$ cat src/rtl/alu_pkg.sv
// alu_pkg: shared ALU width, serial-adder state type and counter sizing.
package alu_pkg;
  localparam int ALU_WIDTH = 8;
  typedef enum logic [1:0] {IDLE, SHIFT, DONE} state_e;
  function automatic int cnt_w(input int w);
    return (w > 2) ? $clog2(w) : 1;
  endfunction
endpackage

$ cat src/rtl/full_adder.sv
// full_adder: one-bit full adder cell.
module full_adder (
  input  logic a,
  input  logic b,
  input  logic ci,
  output logic s,
  output logic co
);
  assign s  = a ^ b ^ ci;
  assign co = (a & b) | (ci & (a ^ b));
endmodule

$ cat src/rtl/serial_adder.sv
// serial_adder: bit-serial LSB-first adder on one full_adder; SERIAL_ADDER_SUB_EN adds sub/overflow.
module serial_adder import alu_pkg::*; #(
  parameter int WIDTH = ALU_WIDTH
) (
  input  logic             clk,
  input  logic             rst,
  input  logic             start,
  input  logic [WIDTH-1:0] a,
  input  logic [WIDTH-1:0] b,
  input  logic             cin,
  output logic             busy,
  output logic             done,
  output logic [WIDTH-1:0] sum,
  output logic             cout
`ifdef SERIAL_ADDER_SUB_EN
  ,
  input  logic             sub,
  output logic             overflow
`endif
);
  localparam int CW = cnt_w(WIDTH);
  state_e state_q, state_d;
  logic [WIDTH-1:0] a_q, a_d, b_q, b_d, s_q, s_d, sum_q, sum_d;
  logic [CW-1:0] cnt_q, cnt_d;
  logic carry_q, carry_d, cout_q, cout_d, busy_q, busy_d, done_q, done_d;
  logic sub_q, sub_d, sub_in, fa_sum, fa_cout;
`ifdef SERIAL_ADDER_SUB_EN
  logic ovf_q, ovf_d;
  assign sub_in   = sub;
  assign overflow = ovf_q;
`else
  assign sub_in = 1'b0;
`endif
  full_adder u_fa (
    .a (a_q[0]),
    .b (b_q[0] ^ sub_q),
    .ci(carry_q),
    .s (fa_sum),
    .co(fa_cout)
  );
  always_comb begin
    state_d = state_q;
    a_d     = a_q;
    b_d     = b_q;
    s_d     = s_q;
    sub_d   = sub_q;
    carry_d = carry_q;
    cnt_d   = cnt_q;
    sum_d   = sum_q;
    cout_d  = cout_q;
    busy_d  = busy_q;
    done_d  = 1'b0;
`ifdef SERIAL_ADDER_SUB_EN
    ovf_d   = ovf_q;
`endif
    if (state_q == SHIFT) begin
      a_d     = a_q >> 1;
      b_d     = b_q >> 1;
      s_d     = WIDTH'({fa_sum, s_q} >> 1);
      carry_d = fa_cout;
      cnt_d   = cnt_q + CW'(1);
      if (cnt_q == CW'(WIDTH - 1)) begin
        state_d = DONE;
        sum_d   = s_d;
        cout_d  = fa_cout;
        busy_d  = 1'b0;
        done_d  = 1'b1;
`ifdef SERIAL_ADDER_SUB_EN
        // carry_q is the carry into the MSB on the final bit
        ovf_d   = carry_q ^ fa_cout;
`endif
      end
    end else if (start) begin
      state_d = SHIFT;
      a_d     = a;
      b_d     = b;
      s_d     = '0;
      sub_d   = sub_in;
      carry_d = sub_in | cin;
      cnt_d   = '0;
      busy_d  = 1'b1;
    end else begin
      state_d = IDLE;
      busy_d  = 1'b0;
    end
  end
  always_ff @(posedge clk) begin
    if (rst) begin
      state_q <= IDLE;
      a_q     <= '0;
      b_q     <= '0;
      s_q     <= '0;
      sub_q   <= 1'b0;
      carry_q <= 1'b0;
      cnt_q   <= '0;
      sum_q   <= '0;
      cout_q  <= 1'b0;
      busy_q  <= 1'b0;
      done_q  <= 1'b0;
`ifdef SERIAL_ADDER_SUB_EN
      ovf_q   <= 1'b0;
`endif
    end else begin
      state_q <= state_d;
      a_q     <= a_d;
      b_q     <= b_d;
      s_q     <= s_d;
      sub_q   <= sub_d;
      carry_q <= carry_d;
      cnt_q   <= cnt_d;
      sum_q   <= sum_d;
      cout_q  <= cout_d;
      busy_q  <= busy_d;
      done_q  <= done_d;
`ifdef SERIAL_ADDER_SUB_EN
      ovf_q   <= ovf_d;
`endif
    end
  end
  assign busy = busy_q;
  assign done = done_q;
  assign sum  = sum_q;
  assign cout = cout_q;
endmodule

$ cat config.mk
export PLATFORM = sky130hd
export DESIGN_NAME = serial_adder
export DESIGN_NICKNAME = d
export VERILOG_FILES = /design/src/rtl/alu_pkg.sv /design/src/rtl/full_adder.sv /design/src/rtl/serial_adder.sv
export SDC_FILE = /design/constraint.sdc
export NUM_CORES = 1
export LEC_CHECK = 0
export CORE_MARGIN = 3
export CORE_UTILIZATION = 45
export DETAILED_ROUTE_END_ITERATION = 10
export DONT_BUFFER_PORTS = 1
export GPL_TIMING_DRIVEN = 0
export MAX_ROUTING_LAYER = met4
export PLACE_DENSITY = 0.69
export SYNTH_ARGS = -nofsm -noshare
export SYNTH_HDL_FRONTEND = slang
export SYNTH_SLANG_ARGS = --single-unit
$ cat constraint.sdc
create_clock -name clk -period 1.5 [get_ports clk]
set_clock_uncertainty 0.05 [all_clocks]
set_input_delay 0.375 -clock clk [delete_from_list [all_inputs] [get_ports clk]]
set_output_delay 0.375 -clock clk [all_outputs]
set_load 0.02 [all_outputs]
[After elaboration in Yosys (flattened, before gate mapping)]
Cells that the tools add are included.
Storage, ports and cells
  register bits: 41
  bits of input ports: 20
  output and inout port bits: 11
Cells by class
  add/subtract/negate cells: 1
  equal/unequal tests: 3
  muxes and demuxes: 17
  bitwise operators: 6
  reduce and logical (&&, ||, !) cells: 4
Operators by type and width (number)
  $mux W7: 4
  $mux W8: 2
  $mux W1: 7
  $mux W3: 2
  $mux W2: 2
  $reduce_or A2 Y1: 2
  $add A3 B1 Y3 const B: 1
  $eq A3 B3 Y1 const B: 1
  $and A1 B1 Y1: 2
  $eq A2 B1 Y1 const B: 1
  $ne A2 B1 Y1 const B: 1
  $reduce_and A2 Y1: 1
  $reduce_bool A2 Y1: 1
  $xor A1 B1 Y1: 2
  $not A1 Y1: 1
  $or A1 B1 Y1: 1

[Depth between registers and ports, before layout]
Gate-level depths: netlist (run 1).
  depth in word-level cells: 4
  mapped depth: 6
  depth with buffers taken out: 5

[Hierarchy]
Synthesis (run 1) repeated with hierarchy kept, for this count alone.
Unflattened totals
  cells, all modules: 170
  area, all modules: 1625.3 um^2
Modules (own cells, without submodules)
  serial_adder: instances 1, cells each 169, area each 1605.3 um^2
  full_adder: instances 1, cells each 1, area each 20.0 um^2

[Least setup slack after synthesis (run 1)]
No wires, ideal clock.
  path type: reg-to-reg
  start point: register cnt_q[0]
  end point: register sum_q[7] (netlist: sum[7])
  setup time: 0.132 ns
  arrival: 1.082 ns
  data required time: 1.318 ns
  path slack: 0.236 ns
  stages on the path, launching flop included: 7
  path buffers: 1
  clock period less this slack: 1.264 ns
  path through: dfxtp_1 -> ha_1 -> ha_1 -> and3b_1 -> buf_2 -> nand2_1 -> a21oi_1
On the way
  cells in the longest elaborated chain, start to end: 2
RTL lines
  start, declared: line serial_adder.sv:24  | logic [CW-1:0] cnt_q, cnt_d;
  start signal, assigned: line serial_adder.sv:110  | cnt_q <= cnt_d;
  $eq A3 B3 Y1: line serial_adder.sv:62  | if (cnt_q == CW'(WIDTH - 1)) begin
  $reduce_and A2 Y1 (no line)
  end signal, assigned: line serial_adder.sv:111  | sum_q <= sum_d;
  end, declared: line serial_adder.sv:23  | logic [WIDTH-1:0] a_q, a_d, b_q, b_d, s_q, s_d, sum_q, sum_d;
Every way passes these cells.
A chain may end at the register's enable or synchronous reset.

[Worst setup path after layout (run 1)]
  start point: register cnt_q[0]
  end point: register cout_q (netlist: cout)
On the way
  cells in the longest elaborated chain, start to end: 2
RTL lines
  $eq A3 B3 Y1: line serial_adder.sv:62
  $reduce_and A2 Y1 (no line)
  end signal, assigned: line serial_adder.sv:112  | cout_q <= cout_d;
  end, declared: line serial_adder.sv:25  | logic carry_q, carry_d, cout_q, cout_d, busy_q, busy_d, done_q, done_d;
Every way passes these cells.

==> results of run 1 <==
-- worst reg2reg max path: cells and delay by family (launching register included) --
| kind | cells | cell delay [ns] |
|---|---|---|
| buf+inv | 1 | 0.17 |
| flops | 1 | 0.33 |
| simple gates | 2 | 0.27 |
| fa+ha+maj | 2 | 0.40 |
| compound gates | 1 | 0.06 |
-- state kept, by name, summed over array words and instances, names as in the netlist --
register / cells
a_q: 8
b_q: 8
carry_q: 1
cnt_q: 3
cout: 1
done: 1
s_q: 7
state_q: 2
sum: 8
-- where the power goes --
group          switching (mW)  internal [mW]  total, mW
Combinational           0.122         0.0935      0.216
Sequential             0.0308           1.08       1.11
Clock                   0.328          0.360      0.688
Total                   0.481           1.53       2.01
-- timing repair --
action | in CTS | in global routing
gates resized for setup | 0 | 4
buffers inserted | 0 | 1
setup endpoints to repair | 0 | 9
hold buffers | 0 | 0
-- through the flow --
| step | setup TNS, ns | hold WS [ns] | utilization |
|---|---|---|---|
| 6_report | 0 | 0.251 | 0.531 |
| 5_1_grt | -0.00165 | 0.252 | 0.531 |
| 4_1_cts | 0 | 0.249 | 0.526 |
| 3_5_place_dp | 0 | 0.405 | 0.501 |
| 3_3_place_gp | 0 | 0.393 | 0.501 |
| 2_1_floorplan | 0 | 0.382 | - |
-- synth_stat cells, drive strengths merged --
| master | instances |
|---|---|
| dfxtp | 39 |
| nand2 | 27 |
| a21oi | 19 |
| nor2 | 18 |
| mux2i | 17 |
| a211oi | 15 |
| buf | 11 |
| nand3b | 11 |
| clkbuf | 3 |
| ha | 2 |
| nand2b | 2 |
| nor3 | 2 |
| and2b | 1 |
| and3b | 1 |
| fa | 1 |
| o21ai | 1 |
-- per-layer routing --
| layer | track usage | up-vias |
|---|---|---|
| li1 | - | 601 |
| met5 | - | - |
| met1 | 0.195 | 540 |
| met3 | 0.0422 | 4 |
| met4 | 0.0835 | 0 |
| met2 | 0.255 | 31 |
-- cell type report --
cell class	instances	share of cell area
clock inverters	1	0.00274
multi-input cells	117	0.434
flip-flops and latches	39	0.427
plain buffers	14	0.0554
well taps	46	0.0315
repair buffers	1	0.00411
clock buffers	6	0.0452
-- path summary, 6_finish.rpt --
check	from	endpoint	slack, ns	cells past startpoint
setup / recovery	cnt_q[0]	cout	0.1	6
hold / removal	b[7]	b_q[7]	0.25	2
setup reg to reg	cnt_q[0]	cout	0.1	6
hold reg to reg	s_q[1]	sum[0]	0.42	2
-- logic make-up after synthesis --
family | after synthesis | synth area share
buf+inv | 14 | 0.0556
mux | 17 | 0.102
compound gates | 35 | 0.173
flops | 39 | 0.468
simple gates | 62 | 0.174
fa+ha+maj | 3 | 0.0270
==> results by stage, run 1 <==
Place:
- The placement-stage cell area is 0.00172 mm2.
- The number of port buffers is 0.
- Including well taps, the total number of placed cells is 216.
- The detailed placer's ending HPWL is 2.37 mm.
- The congestion estimate from routability-driven global placement came to 0.784.
- Prior to clock tree synthesis, the placed netlist has a worst setup slack of 0.0769 ns.

Layout:
- The final non-filler cell area is 0.00183 mm2.
- In the final design database the tool counted 201 nets.
- The count of placed standard cells in the final layout, fillers left out is 224.
- The share of cells above drive strength 1 is 0.191.
- The signed area change from the synthesized netlist to the final layout is 9.68%.
- Leaving out fill and tap cells, the most frequent cell in the layout is dfxtp_1.
- The top cell types in the final layout, fill and taps aside, are 39 x dfxtp_1, 27 x nand2_1, 19 x a21oi_1.
- The multi-input combinational cell area is 793 um2.
- In the final layout, flip-flops and latches occupy 781 um2.
- The final antenna diode count is 0.
- The filler cells instantiated in the layout total 327.

Global routing:
- The number of global-route vias before repair was 1147.
- Entering global routing, the biggest net connects 12 pins.
- The number of antenna violations at the first check in global routing is 0.
- The wire length of the first global-routing pass is 5.29 mm.
- The total congestion overflow after global routing is 0.
- The overall fraction of global-route tracks in use is 0.164.

Synthesis:
- The synthesized cell area is 0.00167 mm2.
- During synthesis, Yosys emitted a total of 0 warnings.
- Ranked by total cell area, the synthesized netlist is headed by dfxtp_1 47%, a211oi_2 11%, mux2i_1 10%.
- The number of instances in the synthesized netlist is 170.
- Summed over all instances, the cell type with the most area after synthesis is dfxtp_1.
- Each instance of the synthesized netlist takes up on average 9.80 um2.
- In this run, synthesis produced a sequential element count of 39.
- The share of synthesized area in the top cell type comes to 0.468.
- Yosys mapped the design onto 19 distinct sky130hd cell types.
- For this run, the register share of the synthesized area comes to 0.468.
- Synthesis produced a netlist with a net count of 193.

Floorplan:
- The vertical die dimension is 66.9 um.
- The floorplan step defined a die boundary enclosing 0.00447 mm2.
- The top-level I/O count is 31.
- After floorplanning, the core was divided into 21 placement rows.
- The die is 66.9 um wide.
- The placeable core area is 0.00344 mm2.
- The effective utilization at floorplan is 0.484.

Power:
- For this design the ratio of total power to cell area is 1100 mW/mm2.
- The design draws 2.01 mW.
- The maximum ir drop on the vdd rail is 0.000513 V.
- The cell leakage power is 0.698 nW.

Detailed routing:
- In this run the remaining antenna-violating nets after routing total 0.
- Using the TritonRoute via totals, the vias-per-cell ratio works out to 5.25.
- The total wirelength of the detailed-routed design is 3.23 mm.
- The top routing layer in use is met4.
- The detailed router placed 1176 vias in this run.
- The amount of wire on met2 after detailed routing is 1.51 mm.
- The first-pass iteration count of the detailed router is 4.
- The post-route DRC violation count is 0.
- The initial detailed-routing violation count is 33.
- The routed wirelength normalized by instance count is 14.4 um.
- After detailed routing, the met3 layer carries 183 um of wire.
- The met1 wire length is 1.50 mm.

Setup path:
- STA classifies the critical path startpoint as a register.
- Traced cell by cell, the critical path runs through ha_1, ha_1, and3b_1, clkbuf_4, nand2_1, a21oi_1.
- The number of buffers and inverters on the critical path is 1.
- The slowest stage cell on the critical path is dfxtp_1.
- The critical path in this run is classified as reg -> reg.
- For the worst setup path, the data arrival time is 1.50 ns.
- The peak per-stage delay on the critical path is 0.33 ns.
- The required time of the critical path is 1.60 ns.
- Of all nets on the critical path, the largest fanout is 9.
- The most common cell type on the critical path is ha_1.
- The nature of the critical path endpoint is a register.
- The largest delay contributor family on the critical path is adder cells.

Timing:
- The achievable clock frequency is 712 MHz.
- The max-slew violation count is 0.
- The number of hold violations in the final report was 0.
- The final critical delay including setup and external delays is 1.40 ns.
- Setup violations remaining at the end of the flow were counted as 0.
- Across all setup checks in the final design, the least slack found is 0.0951 ns.
- For the pin with the worst max-slew slack, the measured transition is 0.699 ns.
- Headroom to the max-slew limit came out at 0.534.
- The part of the cycle the worst path needs is 0.937.

Clock tree:
- Clock-pin slew was measured on the worst setup and hold paths at 0.07 ns.
- The number of sinks handled by clock tree synthesis is 39.
- The clock root buffer master is clkbuf_8.
- The total CTS buffers is 5.
- The maximum clock path buffer count is 2.
- The H-tree level count is 2.
- TritonCTS built the clock tree.
- The later pin in the worst-skew pair is clocked with a latency of 0.28 ns.

Flow run:
- The max-cap check violation count is 0.

Hold path:
- The worst hold-check path type is in -> reg.

Run status:
- The flow ran to the end, and the final reports show no timing, DRC or antenna violations.
Note: power is estimated with default switching activity, not from simulation.
==> inputs of run 2 (changes only) <==
- RECOVER_POWER: not set -> 50
==> run 2 against run 1 <==
  * Non-clock buffer count did not move
  * Highest routed layer unchanged
  * Utilization is 0.073 points lower
  * Clock-buffer cell count unchanged
  * Critical path depth is the same
  * Sequential cell count is the same
  * Fmax is 0.20% lower
  * Critical path type unchanged
  * Largest power group unchanged
  * Critical endpoint unchanged
  * Power about the same
  * Hold slack improved by 0.0010 ns
  * Setup slack got worse by 0.0028 ns
==> results by stage, run 2 (same netlist as run 1, synthesis figures left out) <==
Power:
- In this run the power spent charging and discharging nets is 0.482 mW.
- The sequential power share is 0.551.
- The cell leakage power is 0.697 nW.
- The logic gate share of total power is 0.106.
- The internal power of the cells totals 1.53 mW.
- The share of total power dissipated in the clock network is 0.342.
- Across the VDD grid, the largest voltage drop is 0.000513 V.
- The switching fraction of total power is 0.239.
- The total power divided by cell area is 1100 mW/mm2.

Detailed routing:
- The total wirelength of the detailed-routed design is 3.22 mm.
- The detail route stage leaves a number of antenna-violating nets equal to 0.
- The via count is 1181.
- The first-pass iteration count of the detailed router is 4.
- The routed wirelength normalized by instance count is 14.4 um.
- The post-route DRC violation count is 0.
- The initial detailed-routing violation count is 22.
- Using the TritonRoute via totals, the vias-per-cell ratio works out to 5.27.

Timing:
- In this run the tightest slew margin relative to its limit is 0.531.
- The achievable clock frequency is 710 MHz.
- The number of hold violations in the final report is 0.
- Setup violations remaining at the end of the flow were counted as 0.
- Setup slack closes at 0.0924 ns.
- In the finished design, the share of the clock period the worst path needs comes to 0.938.
- Final hold analysis gives a worst-case slack of 0.252 ns.
- The max-slew violation count came to 0.
- The pin slew with the least headroom to its limit is 0.704 ns.
- The final setup TNS is 0 ns.
- The final critical delay including setup and external delays is 1.41 ns.

Setup path:
- In this run the critical register-to-register path is captured at cout.
- At the worst endpoint, the arrival time is 1.50 ns.
- The type of element launching the critical path is a register.
- The peak per-stage delay on the critical path is 0.33 ns.
- Among cell families on the critical path, the largest total delay comes from adder cells.
- The required time of the critical path is 1.60 ns.
- The slowest stage cell on the critical path is dfxtp_1.
- The setup slack on the worst flop-to-flop path is 0.09 ns.
- For the worst flop-to-flop path, the logic depth is 6.
- The startpoint identified for the worst register-to-register timing path is cnt_q[0].
- The signal on the critical path passes through ha_1, ha_1, and3b_1, clkbuf_4, nand2_1, a21oi_1.
- The critical path startpoint is cnt_q[0].
- The critical-path maximum fanout is 9.
- The most common cell type on the critical path is ha_1.
- The number of buffers and inverters on the critical path is 1.
- The worst setup path is captured at a register.
- The critical path is of the reg -> reg type.

Clock tree:
- Clock tree synthesis inserted a total of 5 buffers.
- In this run the deepest clock path goes through 2 buffers.
- The clock transition at the registers of the reported paths is 0.07 ns.
- The clock root buffer master is clkbuf_8.
- The quantity of hold-fixing buffers added after cts is 0.
- The number of sinks handled by clock tree synthesis is 39.
- The H-tree level count is 2.
- TritonCTS built the clock tree.
- The insertion delay of the later-clocked pin in the worst-skew pair is 0.28 ns.

Hold path:
- The worst hold path begins at b[7].
- The worst hold path passes through 2 cells.
- The sink of the worst hold path is b_q[7].
- The min-delay analysis places its worst path in the category in -> reg.

Floorplan:
- The number of placement rows is 21.
- The die extent in x is 66.9 um.
- The vertical die dimension is 66.9 um.
- The placeable core area is 0.00344 mm2.
- The effective utilization at floorplan is 0.484.
- The top-level I/O count is 31.
- The die covers 0.00447 mm2.

Layout:
- The net count of the finished layout is 201.
- The share of cells above drive strength 1 is 0.191.
- The leading cell type in the layout, fill and taps excluded is dfxtp_1.
- Leaving out fill and tap cells, the most frequent cells in the layout are 39 x dfxtp_1, 27 x nand2_1, 19 x a21oi_1.
- The repair_antennas step left the layout with diodes totalling 0.
- Relative to the synthesized area, the layout overhead comes to 9.53%.

Place:
- Timing analysis after detailed placement gives a worst setup slack of 0.0769 ns.
- Summed over all nets, the half-perimeter wirelength after detailed placement is 2.37 mm.
- Port buffering added 0 buffers.
- The congestion estimate from routability-driven global placement came to 0.784.

Global routing:
- The overall fraction of global-route tracks in use is 0.164.
- After global routing the overflow that remains totals 0.
- The number of global-route vias before repair came to 1147.
- The wire length of the first global-routing pass is 5.29 mm.
- Entering global routing, the biggest net connects 12 pins.
- The number of antenna violations at the first check in global routing is 0.

Run status:
- The run finished with clean final reports.

Flow run:
- Across the run, the number of max-cap violations was 0.
## run 2: changes by cell type in the layout (fill, tap and decap cells not counted), sizes merged
cell,previous run,this run
buf,11,9
clkbuf,10,12
## run 2: worst max path at each step
| stage | endpoint | slack, ns | depth (start not counted) |
|---|---|---|---|
| after global routing | cout | -0.002 | 6 |
| after CTS | cout | 0.06 | 6 |
| after floorplan | sum[7] | 0.24 | 6 |
| after detailed placement | cout | 0.08 | 6 |
| final | cout | 0.09 | 6 |
| after global placement | sum[6] | 0.11 | 6 |
## run 2: power by group through the flow
stage	Combinational [mW]	Clock, mW	Sequential [mW]
final	0.214	0.690	1.11
after global routing	0.238	0.734	1.12
after CTS	0.218	0.707	1.11
after detailed placement	0.217	0	1.13
after global placement	0.210	0	1.13
after floorplan	0.180	0	1.13
## run 2: cell type report
cell class,instances,area [um2]
Tap cell,46,57.6
Clock buffer,6,82.6
Fill cell,328,1620
Multi-Input combinational cell,117,793
Timing Repair Buffer,1,7.51
Sequential cell,39,781
Clock inverter,1,5.00
Buffer,14,98.8
## run 2: metal layers
metal  wire (um)  track usage
met3         172       0.0422
met2        1500        0.255
met5           0            -
met4          63       0.0835
met1        1490        0.195
## run 2: per-stage QoR
stage	utilization	power, mW	std cells	instance area, um2
after CTS	0.526	2.04	223	1810
after detailed placement	0.501	1.35	216	1720
after floorplan	-	1.31	170	1670
after global routing	0.530	2.09	224	1830
final	0.530	2.02	224	1830
after global placement	0.501	1.34	216	1720
## run 2: what timing repair did
| action | CTS | global route |
|---|---|---|
| hold endpoints to repair | 0 | 0 |
| buffers inserted | 0 | 1 |
| endpoints found under the setup margin | 0 | 9 |
| gates resized for setup | 0 | 4 |
==> inputs of run 3 (changes only) <==
- CAP_MARGIN: not set -> 20
==> results of run 3 <==
No change in the layout: final DEF, timing and power equal those of run 2.
